`config.mk`:
```
export PLATFORM = sky130hd
export DESIGN_NAME = fir_sample_feeder_flat
export DESIGN_NICKNAME = d
export VERILOG_FILES = /design/src/rtl/fir_sample_feeder_if.sv /design/src/rtl/fir_sample_feeder.sv /design/src/flat_wrapper.sv
export SDC_FILE = /design/constraint.sdc
export NUM_CORES = 1
export LEC_CHECK = 0
export BUFFER_PORTS_ARGS = -buffer_cell sky130_fd_sc_hd__buf_2
export CAP_MARGIN = 10
export CELL_PAD_IN_SITES_DETAIL_PLACEMENT = 0
export CELL_PAD_IN_SITES_GLOBAL_PLACEMENT = 2
export CORE_MARGIN = 2
export CORE_UTILIZATION = 49
export CTS_CLUSTER_SIZE = 8
export DETAILED_ROUTE_END_ITERATION = 8
export PLACE_DENSITY_LB_ADDON = 0.25
export SYNTH_ARGS = -nofsm -noshare
export SYNTH_HDL_FRONTEND = slang
export SYNTH_SLANG_ARGS = --single-unit
```
`constraint.sdc`:
```
create_clock -name clk -period 4.3 [get_ports clk]
set_input_delay 0 -clock clk [delete_from_list [all_inputs] [get_ports clk]]
set_output_delay 0 -clock clk [all_outputs]
set_load 0.05 [all_outputs]
```
`src/rtl/fir_sample_feeder_if.sv`:
```
// AXI-Stream sample bus between the feeder (master) and the FIR core's
// s_axis_data input (slave).
interface fir_sample_feeder_if #(
  parameter int DATA_W = 16
);
  logic              tvalid;
  logic              tready;
  logic [DATA_W-1:0] tdata;

  modport master (output tvalid, output tdata, input tready);
  modport slave  (input tvalid, input tdata, output tready);
endinterface

```
`src/rtl/fir_sample_feeder.sv`:
```
// fir_sample_feeder: buffers strobed ADC samples in a small FWFT FIFO and
// presents them to the FIR core over AXI-Stream with a real valid/ready
// handshake. Reports buffer level and a sticky overflow flag.
//
// Build option: define FEEDER_OFFSET_BIN_EN when the ADC delivers offset
// binary; the sample MSB is then inverted on entry so the FIR always sees
// two's complement. Left undefined, samples pass through unchanged.
module fir_sample_feeder #(
  parameter int DATA_W     = 16,
  parameter int DEPTH_LOG2 = 3
) (
  input  logic                  clk,
  input  logic                  rst_n,
  input  logic                  run,
  input  logic [DATA_W-1:0]     sample_in,
  input  logic                  sample_en,
  fir_sample_feeder_if.master   m_axis,
  output logic [DEPTH_LOG2:0]   fifo_level,
  output logic                  overflow,
  input  logic                  clr_overflow,
  output logic                  busy
);

  localparam int                DEPTH = 1 << DEPTH_LOG2;
  localparam logic [DEPTH_LOG2:0] CAP  = {1'b1, {DEPTH_LOG2{1'b0}}};
  localparam logic [DEPTH_LOG2:0] ZERO = '0;
  localparam logic [DEPTH_LOG2:0] ONE  = {{DEPTH_LOG2{1'b0}}, 1'b1};

  typedef enum logic [1:0] {IDLE, RUN, DRAIN} state_t;

  state_t                   state;
  logic signed [DATA_W-1:0] mem [0:DEPTH-1];
  logic [DEPTH_LOG2-1:0]    wr_ptr;
  logic [DEPTH_LOG2-1:0]    rd_ptr;
  logic [DEPTH_LOG2-1:0]    rd_ptr_nxt;
  logic [DEPTH_LOG2:0]      level;
  logic [DEPTH_LOG2:0]      level_nxt;
  logic signed [DATA_W-1:0] sample_p0;
  logic signed [DATA_W-1:0] tdata_p1;
  logic                     vld_p1;
  logic                     pop;
  logic                     push;
  logic                     full;
  logic                     drop;

  // Map the raw ADC code onto two's complement.
  function automatic logic signed [DATA_W-1:0] to_twos(input logic [DATA_W-1:0] raw);
`ifdef FEEDER_OFFSET_BIN_EN
    return $signed({~raw[DATA_W-1], raw[DATA_W-2:0]});
`else
    return $signed(raw);
`endif
  endfunction

  // ---- stage p0: incoming sample, converted, and FIFO handshake decode ----
  assign sample_p0  = to_twos(sample_in);
  assign pop        = vld_p1 & m_axis.tready;
  assign full       = (level == CAP);
  assign push       = sample_en & (state == RUN) & (!full | pop);
  assign drop       = sample_en & (state == RUN) & full & !pop;
  assign rd_ptr_nxt = rd_ptr + 1'b1;

  // Next occupancy: a simultaneous push and pop leaves the level unchanged.
  always_comb begin
    level_nxt = level;
    case ({push, pop})
      2'b10:   level_nxt = level + 1'b1;
      2'b01:   level_nxt = level - 1'b1;
      default: level_nxt = level;
    endcase
  end

  // Sample storage; contents are only meaningful inside the occupied window.
  always_ff @(posedge clk) begin
    if (push) mem[wr_ptr] <= sample_p0;
  end

  // ---- stage p1: registered stream head (tvalid/tdata) and pointers ----
  // The head register always mirrors mem[rd_ptr], so tdata is fed straight
  // from a flop and the oldest sample is visible one edge after its push.
  always_ff @(posedge clk or negedge rst_n) begin
    if (!rst_n) begin
      wr_ptr   <= '0;
      rd_ptr   <= '0;
      level    <= '0;
      vld_p1   <= 1'b0;
      tdata_p1 <= '0;
    end else begin
      if (push) wr_ptr <= wr_ptr + 1'b1;
      if (pop)  rd_ptr <= rd_ptr_nxt;
      level  <= level_nxt;
      vld_p1 <= (level_nxt != ZERO);
      if (level == ZERO) begin
        if (push) tdata_p1 <= sample_p0;
      end else if (pop) begin
        if (level == ONE) begin
          if (push) tdata_p1 <= sample_p0;
        end else begin
          tdata_p1 <= mem[rd_ptr_nxt];
        end
      end
    end
  end

  // Sticky overflow: a drop in the same cycle as a clear keeps the flag set.
  always_ff @(posedge clk or negedge rst_n) begin
    if (!rst_n) begin
      overflow <= 1'b0;
    end else if (drop) begin
      overflow <= 1'b1;
    end else if (clr_overflow) begin
      overflow <= 1'b0;
    end
  end

  // Run/drain sequencing; busy is registered alongside the state.
  always_ff @(posedge clk or negedge rst_n) begin
    if (!rst_n) begin
      state <= IDLE;
      busy  <= 1'b0;
    end else begin
      case (state)
        IDLE: begin
          if (run) begin
            state <= RUN;
            busy  <= 1'b1;
          end
        end
        RUN: begin
          if (!run) state <= DRAIN;
          busy <= 1'b1;
        end
        DRAIN: begin
          // A returning run only takes effect once the buffer is empty.
          if (level == ZERO) begin
            state <= run ? RUN : IDLE;
            busy  <= run;
          end else begin
            busy <= 1'b1;
          end
        end
        default: begin
          state <= IDLE;
          busy  <= 1'b0;
        end
      endcase
    end
  end

  assign m_axis.tvalid = vld_p1;
  assign m_axis.tdata  = tdata_p1;
  assign fifo_level    = level;

endmodule

```
`src/flat_wrapper.sv`:
```
// flat-port wrapper written by rule: the top's interface ports become plain ports
module fir_sample_feeder_flat 
#(
  parameter int DATA_W     = 16,
  parameter int DEPTH_LOG2 = 3
)
  (clk, rst_n, run, sample_in, sample_en, fifo_level, overflow, clr_overflow, busy, m_axis_tvalid, m_axis_tdata, m_axis_tready);
  fir_sample_feeder_if #(.DATA_W(DATA_W)) m_axis_i ();
  input  logic clk;
  input  logic rst_n;
  input  logic run;
  input  logic [DATA_W-1:0] sample_in;
  input  logic sample_en;
  output logic [DEPTH_LOG2:0] fifo_level;
  output logic overflow;
  input  logic clr_overflow;
  output logic busy;
  output wire logic [$bits(m_axis_i.tvalid)-1:0] m_axis_tvalid;
  output wire logic [$bits(m_axis_i.tdata)-1:0] m_axis_tdata;
  input wire logic [$bits(m_axis_i.tready)-1:0] m_axis_tready;
  assign m_axis_tvalid = m_axis_i.tvalid;
  assign m_axis_tdata = m_axis_i.tdata;
  assign m_axis_i.tready = m_axis_tready;
  fir_sample_feeder #(.DATA_W(DATA_W), .DEPTH_LOG2(DEPTH_LOG2)) u_core (.clk(clk), .rst_n(rst_n), .run(run), .sample_in(sample_in), .sample_en(sample_en), .m_axis(m_axis_i), .fifo_level(fifo_level), .overflow(overflow), .clr_overflow(clr_overflow), .busy(busy));
endmodule
```
==> results.py <==
metrics = {
    "outcome": {
        "outcome": "finished, final reports clean",
    },
    "route": {
        "ant_nets": 0,
        "wirelength_um": 13000,
        "wl_met2_um": 6450,
        "highest_layer": "met4",
        "drc": 0,
        "dr.pass1.iters": 4,
        "wl_met1_um": 5690,
        "vias": 3485,
        "first_iter_violations": 274,
        "wire_per_inst_um": 21.0,
        "wl_met3_um": 739,
        "vias_per_cell": 5.63,
    },
    "synthesis": {
        "synth_area_um2": 6310,
        "synthTopCellsByArea": "edfxtp_1, dfrtp_1, mux4_2",
        "synthDistinctLibCells": 36,
        "synth_area_leader_cell": "edfxtp_1",
        "postSynthNetCount": 384,
        "synth_area_per_cell_um2": 17.8,
        "synthCells": 354,
        "synth-main-ff-cell": "edfxtp_1",
        "synth_edf_count": 128,
        "synth_common_cells": "edfxtp_1, mux4_2, dfrtp_1",
        "yosysSeqAreaShare_pct": 73.2,
        "ys_warn_count": 0,
        "async_flop_share_pct": 19.5,
        "synth.most_common_cell": "edfxtp_1",
        "yosys.area.top_type_share_pct": 60.9,
        "ys_ff_latch": 159,
    },
    "run": {
        "max_cap_viol_count": 0,
    },
    "worst_hold_path": {
        "whs_path_depth": 4,
        "min_to": "u_core.rd_ptr[2]",
        "hold_path.class": "in -> reg",
        "hp-start": "m_axis_tready",
    },
    "sta": {
        "period_minus_slack_ps": 2900,
        "tns_ps": 0,
        "whs_ps": 86.3,
        "slew_headroom_pct": 31.6,
        "finalCritPeriodShare_pct": 67.4,
        "setup_ws_ps": 1400,
        "rsz0062_at_grt": "no",
        "drv_slew": 0,
        "clock_skew_ps": 9.18,
        "hold_violations": 0,
        "setup_viol": 0,
        "worst_pin_slew_ps": 1020,
        "fmax_mhz": 345,
    },
    "worst_setup_path": {
        "critPathMaxStageDelay_ps": 500,
        "worstReg2RegEnd": "u_core.m_axis.tvalid",
        "cp-start-kind": "flip-flop",
        "path_class": "reg -> reg",
        "r2r_setup_slack_ps": 1400,
        "path_cells": "inv_1, ha_1, a41oi_1, inv_1, ha_1, a221o_1, a22o_1, or4_4",
        "reg2reg_depth": 8,
        "crit_slowest_cell": "or4_4",
        "cp_max_fo": 6,
        "crit_arrival_ps": 3180,
        "required_ps": 4590,
        "worstSetupEndpointType": "flip-flop",
        "r2r_start": "u_core.fifo_level[0]",
        "cp_top_family": "compound AO/OA/AOI/OAI gates",
        "critical_path_buf_inv_count": 2,
    },
    "floorplanning": {
        "core-area_um2": 12600,
        "dieHeight_um": 117,
        "num_rows": 41,
        "die_area_um2": 13800,
        "initial_utilization_pct": 50.0,
        "dieWidth_um": 117,
        "ios": 45,
    },
    "layout": {
        "fillers": 982,
        "drive_above_1_share_pct": 26.6,
        "syn_to_final_growth_pct": 19.2,
        "multiInputGateArea_um2": 1620,
        "final_nets": 464,
        "diodes": 0,
        "stdcell_area_um2": 7520,
        "seq_area_um2": 4620,
    },
    "clock_tree": {
        "ctsResizeCount": 0,
        "cts_sinks": 159,
        "cts_hold_buf": 20,
        "clk_latency_ps": 420,
        "numCtsBuffers": 17,
        "clock_path_buffers": 2,
        "cts.root.buffer_cell": "clkbuf_16",
        "postCtsSetupRepairBufs": 0,
        "cts_tree": "done",
        "clkSlewWorstSetupHoldPaths_ps": 60,
        "htreeDepth": 4,
    },
    "global_route": {
        "grt.total_usage_pct": 20.0,
        "antenna_found_initial": 0,
        "grt-ovfl-total": 0,
        "grt_max_degree": 35,
        "grt_pass1_vias": 3494,
        "grt_first_pass_wirelength_um": 20200,
    },
    "power_and_ir_drop": {
        "leakagePower_uw": 0.00261,
        "p_per_area_nw_per_um2": 740,
        "ir_drop_mv": 0.414,
    },
    "placed_design": {
        "gp_congestion": 0.736,
        "place_ws_ps": 1410,
        "portBuffers": 44,
        "hpwlAfterDp_um": 7540,
        "place_area_um2": 6800,
    },
}
-- final cells by class --
class	count	area share, %
clock buffers	22	6.04
clock inverters	10	0.932
inverters	9	0.449
multi-input cells	171	21.5
flip-flops and latches	159	61.4
well taps	172	2.86
repair buffers	76	6.79
-- layer usage --
layer / vias to the layer above / GRT usage [%]
li1: 1567 / -
met1: 1809 / 28.1
met2: 97 / 31.2
met3: 12 / 5.14
met4: 0 / 6.48
met5: - / 0
-- tightest hold or removal path: cells and delay by family --
kind                   cells  cell delay [ps]
AND/OR/NAND/NOR            2              290
buffers and inverters      1              110
XOR/XNOR                   1               60
-- report_power, final --
part           switching [uW]  internal [uW]  total (uW)
combinational            1270            950        2220
sequential                128           1870        2000
clock                     547            796        1340
total                    1950           3620        5560
-- worst max-delay path by stage --
stage | startpoint | endpoint | slack (ps) | cells after the start
final | u_core.fifo_level[0] | u_core.m_axis.tvalid | 1400 | 8
after global routing | u_core.fifo_level[0] | u_core.m_axis.tvalid | 1210 | 8
after CTS | u_core.fifo_level[0] | u_core.m_axis.tvalid | 1400 | 8
after detailed placement | u_core.fifo_level[0] | u_core.m_axis.tvalid | 1410 | 8
after global placement | u_core.fifo_level[0] | u_core.m_axis.tvalid | 1450 | 8
after floorplan | u_core.fifo_level[0] | u_core.mem[0][0] | 1030 | 5
-- logic make-up after synthesis --
family,Yosys count,share of synthesized area [%]
and+or+nand+nor,76,6.15
muxes,34,11.8
buffers and inverters,24,1.67
adders and majority gates,8,1.59
AOI/OAI and AO/OA,49,5.06
DFF,159,73.2
xor gates and xnor gates,4,0.555
-- per-stage QoR --
step | cells | utilization [%] | power (uW)
floorplan | 354 | - | 3710
global placement | 567 | 53.9 | 4240
detailed placement | 567 | 53.9 | 4270
CTS | 619 | 59.6 | 5640
global route | 619 | 59.6 | 5850
finish | 619 | 59.6 | 5560
-- sequential cells by signal, indices dropped and copies added, names as in the netlist --
register              cells
u_core.overflow           1
u_core.rd_ptr             3
u_core.m_axis.tdata      16
u_core.wr_ptr             3
u_core.state              2
u_core.m_axis.tvalid      1
u_core.busy               1
u_core.fifo_level         4
u_core.mem              128
-- layout by cell type, fill, tap and decap left out, drive strengths merged, types with 2 or more instances in the layout --
cell and n:
a21oi 3, a22o 2, a31oi 17, a41oi 2, and2 2, buf 56
clkbuf 22, clkinv 8, dfrtp 31, dlygate4sd3 20, edfxtp 128, ha 8
inv 9, mux4 32, nand2 27, nand2b 22, nand3 2, nand3b 2
nor2 12, nor3 3, o21ai 4, o22ai 17, or3 2, xnor2 3
(Power assumes the default switching activity.)
